File: config.mk
export PLATFORM = sky130hd
export DESIGN_NAME = multibyte_addsub_seq_flat
export DESIGN_NICKNAME = d
export VERILOG_FILES = /design/src/rtl/multibyte_addsub_seq_if.sv /design/src/rtl/multibyte_addsub_seq.sv /design/src/flat_wrapper.sv
export SDC_FILE = /design/constraint.sdc
export NUM_CORES = 1
export LEC_CHECK = 0
export ABC_AREA = 1
export BUFFER_PORTS_ARGS = -buffer_cell sky130_fd_sc_hd__buf_2
export CAP_MARGIN = 20
export CORE_MARGIN = 2
export CORE_UTILIZATION = 55
export CTS_CLUSTER_DIAMETER = 30
export DETAILED_ROUTE_END_ITERATION = 10
export GPL_TIMING_DRIVEN = 0
export PLACE_DENSITY = 0.89
export SETUP_SLACK_MARGIN = 0.3
export SYNTH_ARGS = -nofsm -noshare
export SYNTH_HDL_FRONTEND = slang
export SYNTH_SLANG_ARGS = --single-unit
File: constraint.sdc
create_clock -name clk -period 3.34 [get_ports clk]
set_input_delay 0.167 -clock clk [delete_from_list [all_inputs] [get_ports clk]]
set_output_delay 0.167 -clock clk [all_outputs]
set_load 0.02 [all_outputs]
File: src/rtl/multibyte_addsub_seq_if.sv
// ----------------------------------------------------------------------------
// multibyte_addsub_seq_if : start/busy/done handshake and operand/result bus
// Rev 1.0
// ----------------------------------------------------------------------------
`default_nettype none

interface multibyte_addsub_seq_if #(
  parameter int BYTES = 4
) ();
  localparam int WIDTH = 8 * BYTES;

  logic             start;
  logic             op;
  logic [WIDTH-1:0] a;
  logic [WIDTH-1:0] b;
  logic             cin;
  logic             busy;
  logic             done;
  logic [WIDTH-1:0] result;
  logic             cout;
  logic             ovf;
  logic             zero;

  modport master (
    output start, op, a, b, cin,
    input  busy, done, result, cout, ovf, zero
  );

  modport slave (
    input  start, op, a, b, cin,
    output busy, done, result, cout, ovf, zero
  );
endinterface

`default_nettype wire

File: src/rtl/multibyte_addsub_seq.sv
// ----------------------------------------------------------------------------
// multibyte_addsub_seq : BYTES x 8-bit add/sub, one byte per cycle, LSB first
// Rev 1.0
// ----------------------------------------------------------------------------
`default_nettype none

module adder_8bit (
  input  logic [7:0] a,
  input  logic [7:0] b,
  input  logic       cin,
  input  logic       mode,
  output logic [7:0] sum,
  output logic       cout
);
  logic [7:0] b_op;
  logic       c_op;

  // mode=0 subtracts with its own +1, which ignores cin and so cannot chain
  assign b_op = mode ? b : ~b;
  assign c_op = mode ? cin : 1'b1;
  assign {cout, sum} = {1'b0, a} + {1'b0, b_op} + {8'b0, c_op};
endmodule

module multibyte_addsub_seq #(
  parameter int BYTES = 4,
  parameter int WIDTH = 8 * BYTES
) (
  input  logic                  clk,
  input  logic                  rst,
  multibyte_addsub_seq_if.slave bus
);
  localparam logic [1:0] IDLE = 2'd0;
  localparam logic [1:0] RUN  = 2'd1;
  localparam logic [1:0] DONE = 2'd2;

  logic [1:0]       state;
  logic [WIDTH-1:0] a_lat;
  logic [WIDTH-1:0] b_lat;
  logic [WIDTH-1:0] result_r;
  logic             op_lat;
  logic             carry;
  logic [2:0]       idx;
  logic             busy_r;
  logic             done_r;
  logic             cout_r;
  logic             ovf_r;

  logic [5:0] bit_base;
  logic [7:0] add_a;
  logic [7:0] add_b;
  logic [7:0] add_sum;
  logic       add_cout;
  logic       last_byte;

  assign bit_base  = {idx, 3'b000};
  assign add_a     = a_lat[bit_base +: 8];
  // Subtract as A + ~B + cin so the borrow travels through the carry register
  assign add_b     = op_lat ? b_lat[bit_base +: 8] : ~b_lat[bit_base +: 8];
  assign last_byte = (idx == 3'(BYTES - 1));

  adder_8bit u_adder (
    .a    (add_a),
    .b    (add_b),
    .cin  (carry),
    .mode (1'b1),
    .sum  (add_sum),
    .cout (add_cout)
  );

  always_ff @(posedge clk or posedge rst) begin
    if (rst) begin
      state    <= IDLE;
      a_lat    <= '0;
      b_lat    <= '0;
      op_lat   <= 1'b0;
      carry    <= 1'b0;
      idx      <= 3'd0;
      result_r <= '0;
      busy_r   <= 1'b0;
      done_r   <= 1'b0;
      cout_r   <= 1'b0;
      ovf_r    <= 1'b0;
    end else begin
      case (state)
        IDLE, DONE: begin
          done_r <= 1'b0;
          if (bus.start) begin
            a_lat  <= bus.a;
            b_lat  <= bus.b;
            op_lat <= bus.op;
            carry  <= bus.cin;
            idx    <= 3'd0;
            busy_r <= 1'b1;
            state  <= RUN;
          end else begin
            state  <= IDLE;
          end
        end
        RUN: begin
          result_r[bit_base +: 8] <= add_sum;
          carry                   <= add_cout;
          idx                     <= idx + 3'd1;
          if (last_byte) begin
            cout_r <= add_cout;
            ovf_r  <= (add_a[7] == add_b[7]) && (add_sum[7] != add_a[7]);
            busy_r <= 1'b0;
            done_r <= 1'b1;
            idx    <= 3'd0;
            state  <= DONE;
          end
        end
        default: state <= IDLE;
      endcase
    end
  end

  assign bus.busy   = busy_r;
  assign bus.done   = done_r;
  assign bus.result = result_r;
  assign bus.cout   = cout_r;
  assign bus.ovf    = ovf_r;
  assign bus.zero   = (result_r == '0);
endmodule

`default_nettype wire

File: src/flat_wrapper.sv
// flat-port wrapper written by rule: the top's interface ports become plain ports
module multibyte_addsub_seq_flat 
#(
  parameter int BYTES = 4,
  parameter int WIDTH = 8 * BYTES
)
  (clk, rst, bus_start, bus_op, bus_a, bus_b, bus_cin, bus_busy, bus_done, bus_result, bus_cout, bus_ovf, bus_zero);
  multibyte_addsub_seq_if #(.BYTES(BYTES)) bus_i ();
  input  logic clk;
  input  logic rst;
  input wire logic [$bits(bus_i.start)-1:0] bus_start;
  input wire logic [$bits(bus_i.op)-1:0] bus_op;
  input wire logic [$bits(bus_i.a)-1:0] bus_a;
  input wire logic [$bits(bus_i.b)-1:0] bus_b;
  input wire logic [$bits(bus_i.cin)-1:0] bus_cin;
  output wire logic [$bits(bus_i.busy)-1:0] bus_busy;
  output wire logic [$bits(bus_i.done)-1:0] bus_done;
  output wire logic [$bits(bus_i.result)-1:0] bus_result;
  output wire logic [$bits(bus_i.cout)-1:0] bus_cout;
  output wire logic [$bits(bus_i.ovf)-1:0] bus_ovf;
  output wire logic [$bits(bus_i.zero)-1:0] bus_zero;
  assign bus_i.start = bus_start;
  assign bus_i.op = bus_op;
  assign bus_i.a = bus_a;
  assign bus_i.b = bus_b;
  assign bus_i.cin = bus_cin;
  assign bus_busy = bus_i.busy;
  assign bus_done = bus_i.done;
  assign bus_result = bus_i.result;
  assign bus_cout = bus_i.cout;
  assign bus_ovf = bus_i.ovf;
  assign bus_zero = bus_i.zero;
  multibyte_addsub_seq #(.BYTES(BYTES), .WIDTH(WIDTH)) u_core (.clk(clk), .rst(rst), .bus(bus_i));
endmodule
### Word level (Yosys, flattened, before mapping)

Index checks and enable logic that the tools add are counted.

| operators by class | value |
|---|---|
| reduce and logical (&&, ||, !) cells | 10 |
| bitwise operators | 1 |
| order comparisons | 0 |
| divide/modulo/power cells | 0 |
| muxes and demuxes | 15 |
| multiply operators | 0 |
| add/subtract/negate cells | 4 |
| shifts and indexed selects | 4 |
| eq/ne operators | 7 |

Operators by type and width:

| kind | count |
|---|---|
| indexed part select 32 x 7 -> 8 bit | 2 |
| bitwise mux 32 bit | 1 |
| zero test 32 bit | 1 |
| variable shift 8 x 8 -> 32 bit (first input constant) | 1 |
| indexed part select 8 x 8 -> 32 bit | 1 |
| adder 8 x 8 -> 9 bit | 1 |
| adder 9 x 1 -> 9 bit | 1 |
| two-way mux 8 bit | 1 |
| negation 6 -> 8 bit | 1 |
| NOT 8 bit | 1 |
| AND reduction 2 bit | 4 |
| two-way mux 3 bit | 2 |
| one-hot mux 1 bit (2 select lines) | 3 |
| one-hot mux 3 bit (2 select lines) | 1 |
| two-way mux 1 bit | 5 |
| one-hot mux 2 bit (2 select lines) | 1 |
| adder 3 x 1 -> 3 bit (second input constant) | 1 |
| == test 3 x 2 -> 1 bit (second input constant) | 1 |
| AND reduction 3 bit | 1 |
| == test 2 x 1 -> 1 bit (second input constant) | 1 |
| == test 2 bit (second input constant) | 1 |
| zero test 2 bit | 1 |
| two-way mux 2 bit | 1 |
| inequality test 2 x 1 -> 1 bit (second input constant) | 1 |
| other kinds (6) | 6 |

| word-level totals | value |
|---|---|
| memory bits (writable) | 0 |
| bits in read-only memories | 0 |
| memories kept | 0 |
| output and inout bits | 37 |
| bits in registers | 107 |
| latch bits | 0 |

### Longest topological paths before layout

Gate-level depths: netlist of run 1.

| logic depth | value |
|---|---|
| word-level depth | 7 |
| mapped depth | 18 |
| gate-level depth less buffers | 16 |

### Modules after synthesis

Synthesis of run 1 repeated with hierarchy kept, for this count alone.

| second synthesis, totals | value |
|---|---|
| cells, all modules | 673 |
| area total of the unflattened synthesis | 5327.6 µm² |

By module, submodules not included:

| module | cells an instance | seq. area each (µm²) | area an instance (µm²) | instances |
|---|---|---|---|---|
| multibyte_addsub_seq | 595 | 2677.6 | 4842.1 | 1 |
| adder_8bit | 78 | 0.0 | 485.5 | 1 |

### Worst setup path after synthesis of run 1

No wires, ideal clock.

| path | value |
|---|---|
| kind | register to register |
| start point | register u_core.idx[0] |
| end point | register u_core.result_r[12] (netlist: u_core.bus.result[12]) |
| data required time | 3204 ps |
| arrival time | 2364 ps |
| setup time | 136 ps |
| stages on the path, launching flop included | 17 |
| slack | 840 ps |
| path buffers | 2 |
| cell sequence | dfrtp_1 > buf_6 > buf_6 > nor2_1 > nor2_1 > o21ai_1 > o21ai_1 > nand2_1 > xnor2_1 > fa_1 > inv_1 > fa_1 > nand2_1 > nand2_1 > and2_1 > xnor2_1 > mux2i_1 |

| on the way | value |
|---|---|
| cells in the longest elaborated chain, start to end | 7 |

Ends and longest elaborated chain:

| item | line | source |
|---|---|---|
| start: declaration | multibyte_addsub_seq.sv:42 | `logic [2:0] idx;` |
| start signal: assignment | multibyte_addsub_seq.sv:102 | `idx <= idx + 3'd1;` |
| indexed part select 32 x 7 -> 8 bit | multibyte_addsub_seq.sv:58 | `assign add_b = op_lat ? b_lat[bit_base +: 8] : ~b_lat[bit_base +: 8];` |
| NOT 8 bit | multibyte_addsub_seq.sv:58 |  |
| two-way mux 8 bit | multibyte_addsub_seq.sv:58 |  |
| adder 8 x 8 -> 9 bit | multibyte_addsub_seq.sv:21 | `assign {cout, sum} = {1'b0, a} + {1'b0, b_op} + {8'b0, c_op};` |
| adder 9 x 1 -> 9 bit | multibyte_addsub_seq.sv:21 |  |
| indexed part select 8 x 8 -> 32 bit | multibyte_addsub_seq.sv:100 | `result_r[bit_base +: 8] <= add_sum;` |
| bitwise mux 32 bit (*) | multibyte_addsub_seq.sv:100 |  |
| end signal: indexed assignment | multibyte_addsub_seq.sv:100 |  |
| end: declaration | multibyte_addsub_seq.sv:39 | `logic [WIDTH-1:0] result_r;` |

Mark *: on every way between the ends. The rest lies on a longest branch, timed or not.
A chain may end at the register's enable or synchronous reset.

### Worst setup path in the final report of run 1

| path | value |
|---|---|
| start point | register u_core.idx[0] |
| end point | register u_core.carry |

| on the way | value |
|---|---|
| cells in the longest elaborated chain, start to end | 6 |

Ends and longest elaborated chain:

| item | line | source |
|---|---|---|
| indexed part select 32 x 7 -> 8 bit | multibyte_addsub_seq.sv:58 |  |
| NOT 8 bit | multibyte_addsub_seq.sv:58 |  |
| two-way mux 8 bit | multibyte_addsub_seq.sv:58 |  |
| adder 8 x 8 -> 9 bit (*) | multibyte_addsub_seq.sv:21 |  |
| adder 9 x 1 -> 9 bit (*) | multibyte_addsub_seq.sv:21 |  |
| one-hot mux 1 bit (2 select lines) (*) | multibyte_addsub_seq.sv:84 | `case (state)` |
| end signal: assignment | multibyte_addsub_seq.sv:91 | `carry <= bus.cin;` |
| end signal: assignment | multibyte_addsub_seq.sv:101 | `carry <= add_cout;` |
| end: declaration | multibyte_addsub_seq.sv:41 | `logic carry;` |

Marked as above.

==> results.cfg, run 1 <==
[setup_path]
crit_type = flop to flop
cp_slowest_cell = dfrtp_2
critical_path_arrival_ns = 3.12
worst-path-max-fanout = 10
critPathTopFamily = simple AND/OR/NAND/NOR gates
crit_path_cell_trace = buf_6 -> buf_6 -> nor2_1 -> nor2_1 -> o21ai_1 -> o21ai_1 -> nand2_1 -> xnor2_2 -> fa_1 -> inv_1 -> fa_1 -> nand2_1 -> nand2_1 -> and2_2 -> nand2_1 -> o211ai_1 -> nand2_1 -> nand2_1
cp_common_cell = nand2_1
path_buf_inv = 3
endpoint_kind = flop
required_ns = 3.61
path_depth = 18
worstSetupStartpointType = flop
cp_slowest_stage_delay_ns = 0.45
r2r_cells = 18

[synth]
synth_cell_types = 37
syn_area_per_cell_um2 = 7.99
ys_seq_elements = 107
syn_inst = 663
ys_warn_count = 0
ys_seq_area_share_pct = 50.6
syn_area_um2 = 5300
syn-num-nets = 744

[hold_path]
worst_hold_path.num_cells = 3
min_path_type = input port to flop

[sta]
max_freq_ghz = 0.350
worst_slew_pin_slew_ns = 0.637
fin_skew_ns = 0.0107
finalSetupViolCount = 0
max_slew_margin_pct = 57.5
hold_ws_ns = -0.000880
hold_viol = 1
rsz0062_at_grt = yes
min_period_ns = 2.85
fin_crit_sh_pct = 85.4
drv_slew = 0

[clock_network]
clock_sinks = 107
root_buffer = clkbuf_8
cts_max_path_buffers = 2
clk_latency_ns = 0.37
cts_tree = yes
ctsHtreeMaxLevel = 3
clk_pin_slew_ns = 0.10
cts_inserted_buffers = 9

[die]
die_area_um2 = 10400
coreArea_um2 = 9280
start_util_pct = 57.0
fp-row-count = 35
dieHeight_um = 102
die_x_um = 102
ios = 106

[route]
vias = 4961
firstDrtPassIters = 5
ant_nets = 0
drt_iter0_markers = 327
routed_wirelength_um = 13700
drc = 0
vias_per_cell = 5.23
wl_per_cell_um = 14.4

[layout]
drive_gt1_share_pct = 20.9
antenna_cells = 0
areaGrowthSynthToFinish_pct = 23.9
finish.net_count = 895
final_area_um2 = 6560

[status]
violations = negative hold slack
status = complete, but fails checks

[place]
post-dp-hpwl_um = 9740
portBuffers = 105
routabilityCongestion = 0.886
placed_cell_area_um2 = 6010

[global_routing]
grtUsageTotal_pct = 27.4
grt_overflow = 0
antenna_found_initial = 0
grt_pass1_vias = 4967
grt_first_pass_wirelength_um = 22100
grt_max_degree = 61

[flow_run]
max_cap_violations = 0
Yosys cell counts (all sizes together):
cell type  instances  area share, %
inv               52            3.7
nand2            276             20
xnor2              2           0.33
fa                 2           0.76
mux2i              1           0.19
o21ai             65            6.4
nand3b             1           0.14
a21boi             1           0.14
nor2              44            3.3
o22ai              1           0.12
and2               1           0.12
o211ai             7           0.99
xor2               9            1.5
nor4               7            1.1
nand3             18            1.8
buf               24            3.3
a21oi             19            1.8
nand4              2           0.24
a211oi             1           0.14
ha                10            2.4
or2                2           0.24
nor3               4           0.47
dfrtp            107             51
clkbuf             7           0.50
worst register-to-register path: cells and delay by family (launching register included):
| kind | cells | cell delay [ns] |
|---|---|---|
| buffers and inverters | 3 | 0.37 |
| XOR/XNOR | 1 | 0.13 |
| adder cells (fa/ha/maj) | 2 | 0.61 |
| flip-flops | 1 | 0.45 |
| AO/OA/AOI/OAI | 3 | 0.34 |
| AND/OR/NAND/NOR | 9 | 0.85 |
final timing paths:
check,startpoint,endpoint,slack (ns)
worst max register to register,u_core.idx[0]$_DFFE_PP0P_,u_core.carry$_DFFE_PP0P_,0.49
worst min-delay path,bus_a[4],u_core.a_lat[4]$_DFFE_PP0P_,-0.0009
worst min register to register,u_core.b_lat[21]$_DFFE_PP0P_,u_core.b_lat[21]$_DFFE_PP0P_,0.48
worst max-delay path,u_core.idx[0]$_DFFE_PP0P_,u_core.carry$_DFFE_PP0P_,0.49
min in group asynchronous,rst,u_core.a_lat[25]$_DFFE_PP0P_,0.41
max in group asynchronous,rst,u_core.idx[0]$_DFFE_PP0P_,2.22
through the flow:
| step | instances | setup slack [ns] | hold slack (ns) | utilization (%) | TNS, ns |
|---|---|---|---|---|---|
| detailed placement | 898 | 0.226 | 0.285 | 64.8 | 0 |
| global placement | 897 | -0.595 | 0.361 | 64.4 | -63.24 |
| finish | 948 | 0.486 | -0.000880 | 70.7 | 0 |
| CTS | 947 | 0.373 | 0.000256 | 70.2 | 0 |
| floorplan | 663 | 0.356 | 0.277 | - | 0 |
| global route | 948 | 0.254 | 0.00615 | 70.7 | 0 |
cell usage in the layout, fill, tap and decap left out, drive strengths merged, types with 5 or more instances in the layout:
| cell | n |
|---|---|
| buf | 131 |
| xor2 | 9 |
| nand3 | 18 |
| clkbuf | 17 |
| a21oi | 19 |
| dfrtp | 107 |
| nor4 | 7 |
| ha | 10 |
| nand2 | 276 |
| o21ai | 65 |
| inv | 52 |
| dlygate4sd3 | 33 |
| o211ai | 7 |
| clkinvlp | 5 |
| nor2 | 44 |
per-layer routing:
metal	routed length, µm	GRT usage (%)	vias up
li1	-	-	2385
met1	5530	32.8	2317
met2	6930	48.7	207
met3	703	3.49	52
met4	491	13.4	0
met5	0	0	-
sequential cells by signal, summed over array words and instances, names as in the netlist:
register and count:
u_core.bus.done 1, u_core.state 2, u_core.bus.ovf 1, u_core.idx 3
u_core.a_lat 32, u_core.bus.busy 1, u_core.carry 1, u_core.op_lat 1
u_core.b_lat 32, u_core.bus.cout 1, u_core.bus.result 32
cell type report:
type                            instances  area (µm²)
Buffer                                 31         203
Clock buffer                           10         128
Clock inverter                          6        42.5
Fill cell                             716        2720
Inverter                               52         198
Multi-Input combinational cell        473        2260
Sequential cell                       107        2680
Tap cell                              129         161
Timing Repair Buffer                  140         891
kinds of logic (layout without fill, tap and decap cells):
logic type                 Yosys count  in the layout  synth area share (%)
and+or+nand+nor                    355            355                  27.2
AOI/OAI and AO/OA                   94             94                  9.62
xor gates and xnor gates            11             11                  1.82
DFF                                107            107                  50.6
muxes                                1              1                 0.189
buffers and inverters               83            239                  7.51
adders and majority gates           12             12                  3.12
timing repair:
action,4_1_cts,5_1_grt
gates cloned,0,0
setup buffers,0,1
resized for setup,1,7
pin swaps,0,1
setup endpoints to repair,4,15
hold endpoints to repair,79,0
hold buffers,33,0
Power of run 1 is left out: the tool's default activity adds up to more than one toggle a clock period on the data nets, which glitch-free logic cannot reach.
==> run 2: changes to the inputs <==
--- a/config.mk
+++ b/config.mk
@@ -15,3 +15,3 @@
 export GPL_TIMING_DRIVEN = 0
-export PLACE_DENSITY = 0.89
+export PLACE_DENSITY = 0.82
 export SETUP_SLACK_MARGIN = 0.3
==> constraint.sdc (replaced) <==
create_clock -name clk -period 3.34 [get_ports clk]
set_input_delay 1.002 -clock clk [delete_from_list [all_inputs] [get_ports clk]]
set_output_delay 1.002 -clock clk [all_outputs]
set_load 0.02 [all_outputs]
==> results.cfg, run 2 (same netlist as run 1, synthesis figures left out) <==
[layout]
finish.net_count = 864
antenna_cells = 0
fillCellCount = 819
final_cell_mix = 274 x nand2_1, 117 x buf_2, 105 x dfrtp_1
drive_gt1_share_pct = 22.0
areaGrowthSynthToFinish_pct = 18.2
layout_commonest_cell = nand2_1

[global_routing]
grt_pass1_vias = 4630
grt_max_degree = 45
antenna_found_initial = 0
grt_overflow = 0
grt_first_pass_wirelength_um = 21600
grtUsageTotal_pct = 26.7

[clock_network]
clk_pin_slew_ns = 0.10
root_buffer = clkbuf_8
clk_latency_ns = 0.38
ctsHtreeMaxLevel = 3
clock_sinks = 107
holdBufCountCts = 0
cts_inserted_buffers = 9
cts_max_path_buffers = 2
cts_tree = yes

[setup_path]
r2r_cells = 16
endpoint_kind = flop
r2r_setup_slack_ns = 0.51
critical_path_arrival_ns = 3.08
worstSetupStartpointType = flop
required_ns = 3.59
worst-path-max-fanout = 10
crit_type = flop to flop

[sta]
min_period_ns = 2.83
worst_slew_pin_slew_ns = 0.633
fin_skew_ns = 0.0188
max_slew_margin_pct = 57.8
drv_slew = 0
fin_crit_sh_pct = 84.7
max_freq_ghz = 0.354
finalSetupViolCount = 0
final.setup.tns_ns = 0
hold_viol = 0
rsz0062_at_grt = no

[flow_run]
max_cap_violations = 0

[route]
drc = 0
drt_iter0_markers = 224
ant_nets = 0
firstDrtPassIters = 5
wl_per_cell_um = 14.1
routed_wirelength_um = 13000
vias = 4740
vias_per_cell = 5.17

[place]
portBuffers = 105
post-dp-hpwl_um = 9900
routabilityCongestion = 0.885

[hold_path]
worst_hold_path.num_cells = 2
min_path_type = flop to flop

[die]
die_x_um = 102
coreArea_um2 = 9280
dieHeight_um = 102
fp-row-count = 35
die_area_um2 = 10400
ios = 106
start_util_pct = 57.0

[status]
status = complete, no violations
## run 2: changes by cell type in the layout (fill, tap and decap cells not counted), moves of 2 or more
cell,before,now
buf_12,0,2
clkinv_4,0,3
clkinvlp_4,5,1
dlygate4sd3_1,33,0
inv_6,0,2
## run 2: repair_timing
action,in CTS,in global routing
setup buffers,0,2
gates resized for setup,1,7
hold endpoints to repair,0,0
pin swaps,0,1
endpoints found under the setup margin,4,18
## run 2: worst max-delay path, cell delays in order, from the launching register on
cell	delay, ns
dfrtp_2	0.46
inv_1	0.17
buf_6	0.18
nor2_1	0.05
o21ai_1	0.19
nand2_1	0.12
xnor2_2	0.15
fa_1	0.42
inv_1	0.10
fa_1	0.21
nand2_1	0.06
nand2_1	0.09
nand3b_1	0.10
nand2_1	0.07
nand2_1	0.05
nand2_1	0.18
a21boi_1	0.10
## run 2: metal layers
layer	routed length (µm)	GRT usage [%]
met1	5780	36.7
met2	6240	44.4
met3	689	3.69
met4	264	8.00
met5	0	0
## run 2: through the flow
stage | utilization (%) | instances | hold WS, ns | area [µm²] | setup slack [ns]
finish | 67.4 | 917 | 0.487 | 6260 | 0.512
global route | 67.4 | 917 | 0.508 | 6260 | 0.317
CTS | 67.0 | 915 | 0.487 | 6220 | 0.379
detailed placement | 64.9 | 899 | 0.459 | 6030 | 0.224
global placement | 64.5 | 897 | 0.458 | 5990 | 0.282
floorplan | - | 663 | 0.444 | 5300 | 0.840
## run 2: layout make-up
cell class | instances | area [µm²] | area share, %
repair buffers | 109 | 581 | 9.28
well taps | 129 | 161 | 2.58
plain buffers | 31 | 206 | 3.30
clock buffers | 10 | 138 | 2.20
inverters | 52 | 199 | 3.18
clock inverters | 6 | 48.8 | 0.780
flip-flops and latches | 107 | 2680 | 42.8
multi-input cells | 473 | 2240 | 35.9
## run 2: worst paths after layout
path | startpoint | endpoint
min reg2reg | u_core.b_lat[19]$_DFFE_PP0P_ | u_core.b_lat[19]$_DFFE_PP0P_
max in group asynchronous | rst | u_core.idx[1]$_DFFE_PP0P_
max | u_core.idx[0]$_DFFE_PP0P_ | u_core.bus.result[14]$_DFFE_PP0P_
min in group asynchronous | rst | u_core.b_lat[25]$_DFFE_PP0P_
min | u_core.b_lat[19]$_DFFE_PP0P_ | u_core.b_lat[19]$_DFFE_PP0P_
max reg2reg | u_core.idx[0]$_DFFE_PP0P_ | u_core.bus.result[14]$_DFFE_PP0P_
Power of run 2 is left out for the same reason.
==> run 3: changes to the inputs <==
Settings changed: CORE_UTILIZATION 55 to 50, PLACE_DENSITY 0.82 to 0.78.
Clock period 3.34 ns to 2.6 ns, I/O delays scaled along.
==> results.cfg, run 3 (same netlist as run 1, synthesis figures left out) <==
[setup_path]
cp_slowest_stage_delay_ns = 0.42
worstSetupStartpointType = flop
cp_slowest_cell = dfrtp_2
required_ns = 2.92
crit_path_cell_trace = buf_8 -> buf_6 -> buf_6 -> nor2_4 -> nor2_1 -> o21ai_1 -> o21ai_1 -> nand2_1 -> xor2_1 -> ha_1 -> a21oi_2 -> nand2_4 -> xor2_4 -> buf_6 -> buf_6 -> o21ai_2
endpoint_kind = flop
crit_type = flop to flop
cp_common_cell = buf_6
worst-path-max-fanout = 6
critical_path_arrival_ns = 3.05

[sta]
min_period_ns = 2.73
max_slew_margin_pct = 48.6
fin_crit_sh_pct = 105
finalSetupViolCount = 26
hold_viol = 0
fin_skew_ns = 0.0112
worst_slew_pin_slew_ns = 0.769
drv_slew = 0
max_freq_ghz = 0.366
worst_slack_ns = -0.130
rsz0062_at_grt = yes

[global_routing]
grt_overflow = 0
antenna_found_initial = 0
grt_first_pass_wirelength_um = 22400
grtUsageTotal_pct = 25.1
grt_max_degree = 40
grt_pass1_vias = 4757

[route]
wl_per_cell_um = 15.1
vias_per_cell = 5.22
drc = 0
routed_wirelength_um = 14200
firstDrtPassIters = 5
drt_iter0_markers = 330
vias = 4917
ant_nets = 0

[clock_network]
cts_tree = yes
clk_latency_ns = 0.38
root_buffer = clkbuf_8
holdBufCountCts = 0
ctsHtreeMaxLevel = 3
clk_pin_slew_ns = 0.10
clock_sinks = 107
cts_max_path_buffers = 2
cts_inserted_buffers = 9

[status]
status = complete, but fails checks
violations = negative setup slack

[layout]
final_cell_mix = 257 x nand2_1, 114 x buf_2, 105 x dfrtp_1
layout_commonest_cell = nand2_1
antenna_cells = 0
final_area_um2 = 6760
areaGrowthSynthToFinish_pct = 27.7
fillCellCount = 856
drive_gt1_share_pct = 30.5
finish.net_count = 882

[place]
post-dp-hpwl_um = 9840
portBuffers = 105
placed_cell_area_um2 = 6070
routabilityCongestion = 0.840

[die]
ios = 106
die_area_um2 = 11400
coreArea_um2 = 10300
dieHeight_um = 107
start_util_pct = 51.3
fp-row-count = 37
die_x_um = 107

[hold_path]
min_path_type = flop to flop

[flow_run]
max_cap_violations = 0
run 3: worst paths after layout:
path                                                endpoint                    startpoint  slack [ns]  cells past startpoint
max                         u_core.bus.result[3]$_DFFE_PP0P_     u_core.idx[0]$_DFFE_PP0P_       -0.13                     16
min                             u_core.b_lat[19]$_DFFE_PP0P_  u_core.b_lat[19]$_DFFE_PP0P_        0.48                      2
max reg2reg                 u_core.bus.result[3]$_DFFE_PP0P_     u_core.idx[0]$_DFFE_PP0P_       -0.13                     16
min reg2reg                     u_core.b_lat[19]$_DFFE_PP0P_  u_core.b_lat[19]$_DFFE_PP0P_        0.48                      2
max in group asynchronous       u_core.b_lat[31]$_DFFE_PP0P_                           rst        1.17                      4
min in group asynchronous  u_core.bus.result[24]$_DFFE_PP0P_                           rst        0.52                      2
run 3: area by class of cell:
class	instances	area [µm²]	share of cell area (%)
multi-input cells	473	2570	38.0
well taps	136	170	2.52
flip-flops and latches	107	2680	39.6
clock buffers	13	169	2.50
clock inverters	3	21.3	0.314
repair buffers	127	744	11.0
plain buffers	31	213	3.14
inverters	52	199	2.94
run 3: critical path, delay by kind of cell, from the launching register on:
kind | cells | cell delay (ns)
buffers and inverters | 5 | 0.58
and+or+nand+nor | 4 | 0.36
DFF | 1 | 0.42
adders and majority gates | 1 | 0.42
xor gates and xnor gates | 2 | 0.35
AOI/OAI and AO/OA | 4 | 0.52
run 3: per-layer routing:
| layer | wire [µm] | share of wire, % | track usage [%] |
|---|---|---|---|
| met1 | 5930 | 42 | 32.6 |
| met2 | 7020 | 49 | 42.5 |
| met3 | 823 | 5.8 | 3.40 |
| met4 | 469 | 3.3 | 10.4 |
| met5 | 0 | 0 | 0 |
run 3: what timing repair did:
action                     4_1_cts  5_1_grt
buffers inserted                 8       12
setup endpoints to repair       32       33
pin swaps                       19       27
resized for setup               44       46
run 3: through the flow:
stage	hold WS, ns	TNS, ns	cells	setup WS [ns]	utilization [%]
5_1_grt	0.509	-4.50	942	-0.244	65.5
6_report	0.482	-1.76	942	-0.130	65.5
2_1_floorplan	0.444	0	663	0.216	-
3_5_place_dp	0.460	-2.98	906	-0.300	58.8
4_1_cts	0.483	-0.176	930	-0.0519	62.9
3_3_place_gp	0.458	-10.75	904	-0.258	58.4
Power of run 3 is left out for the same reason.
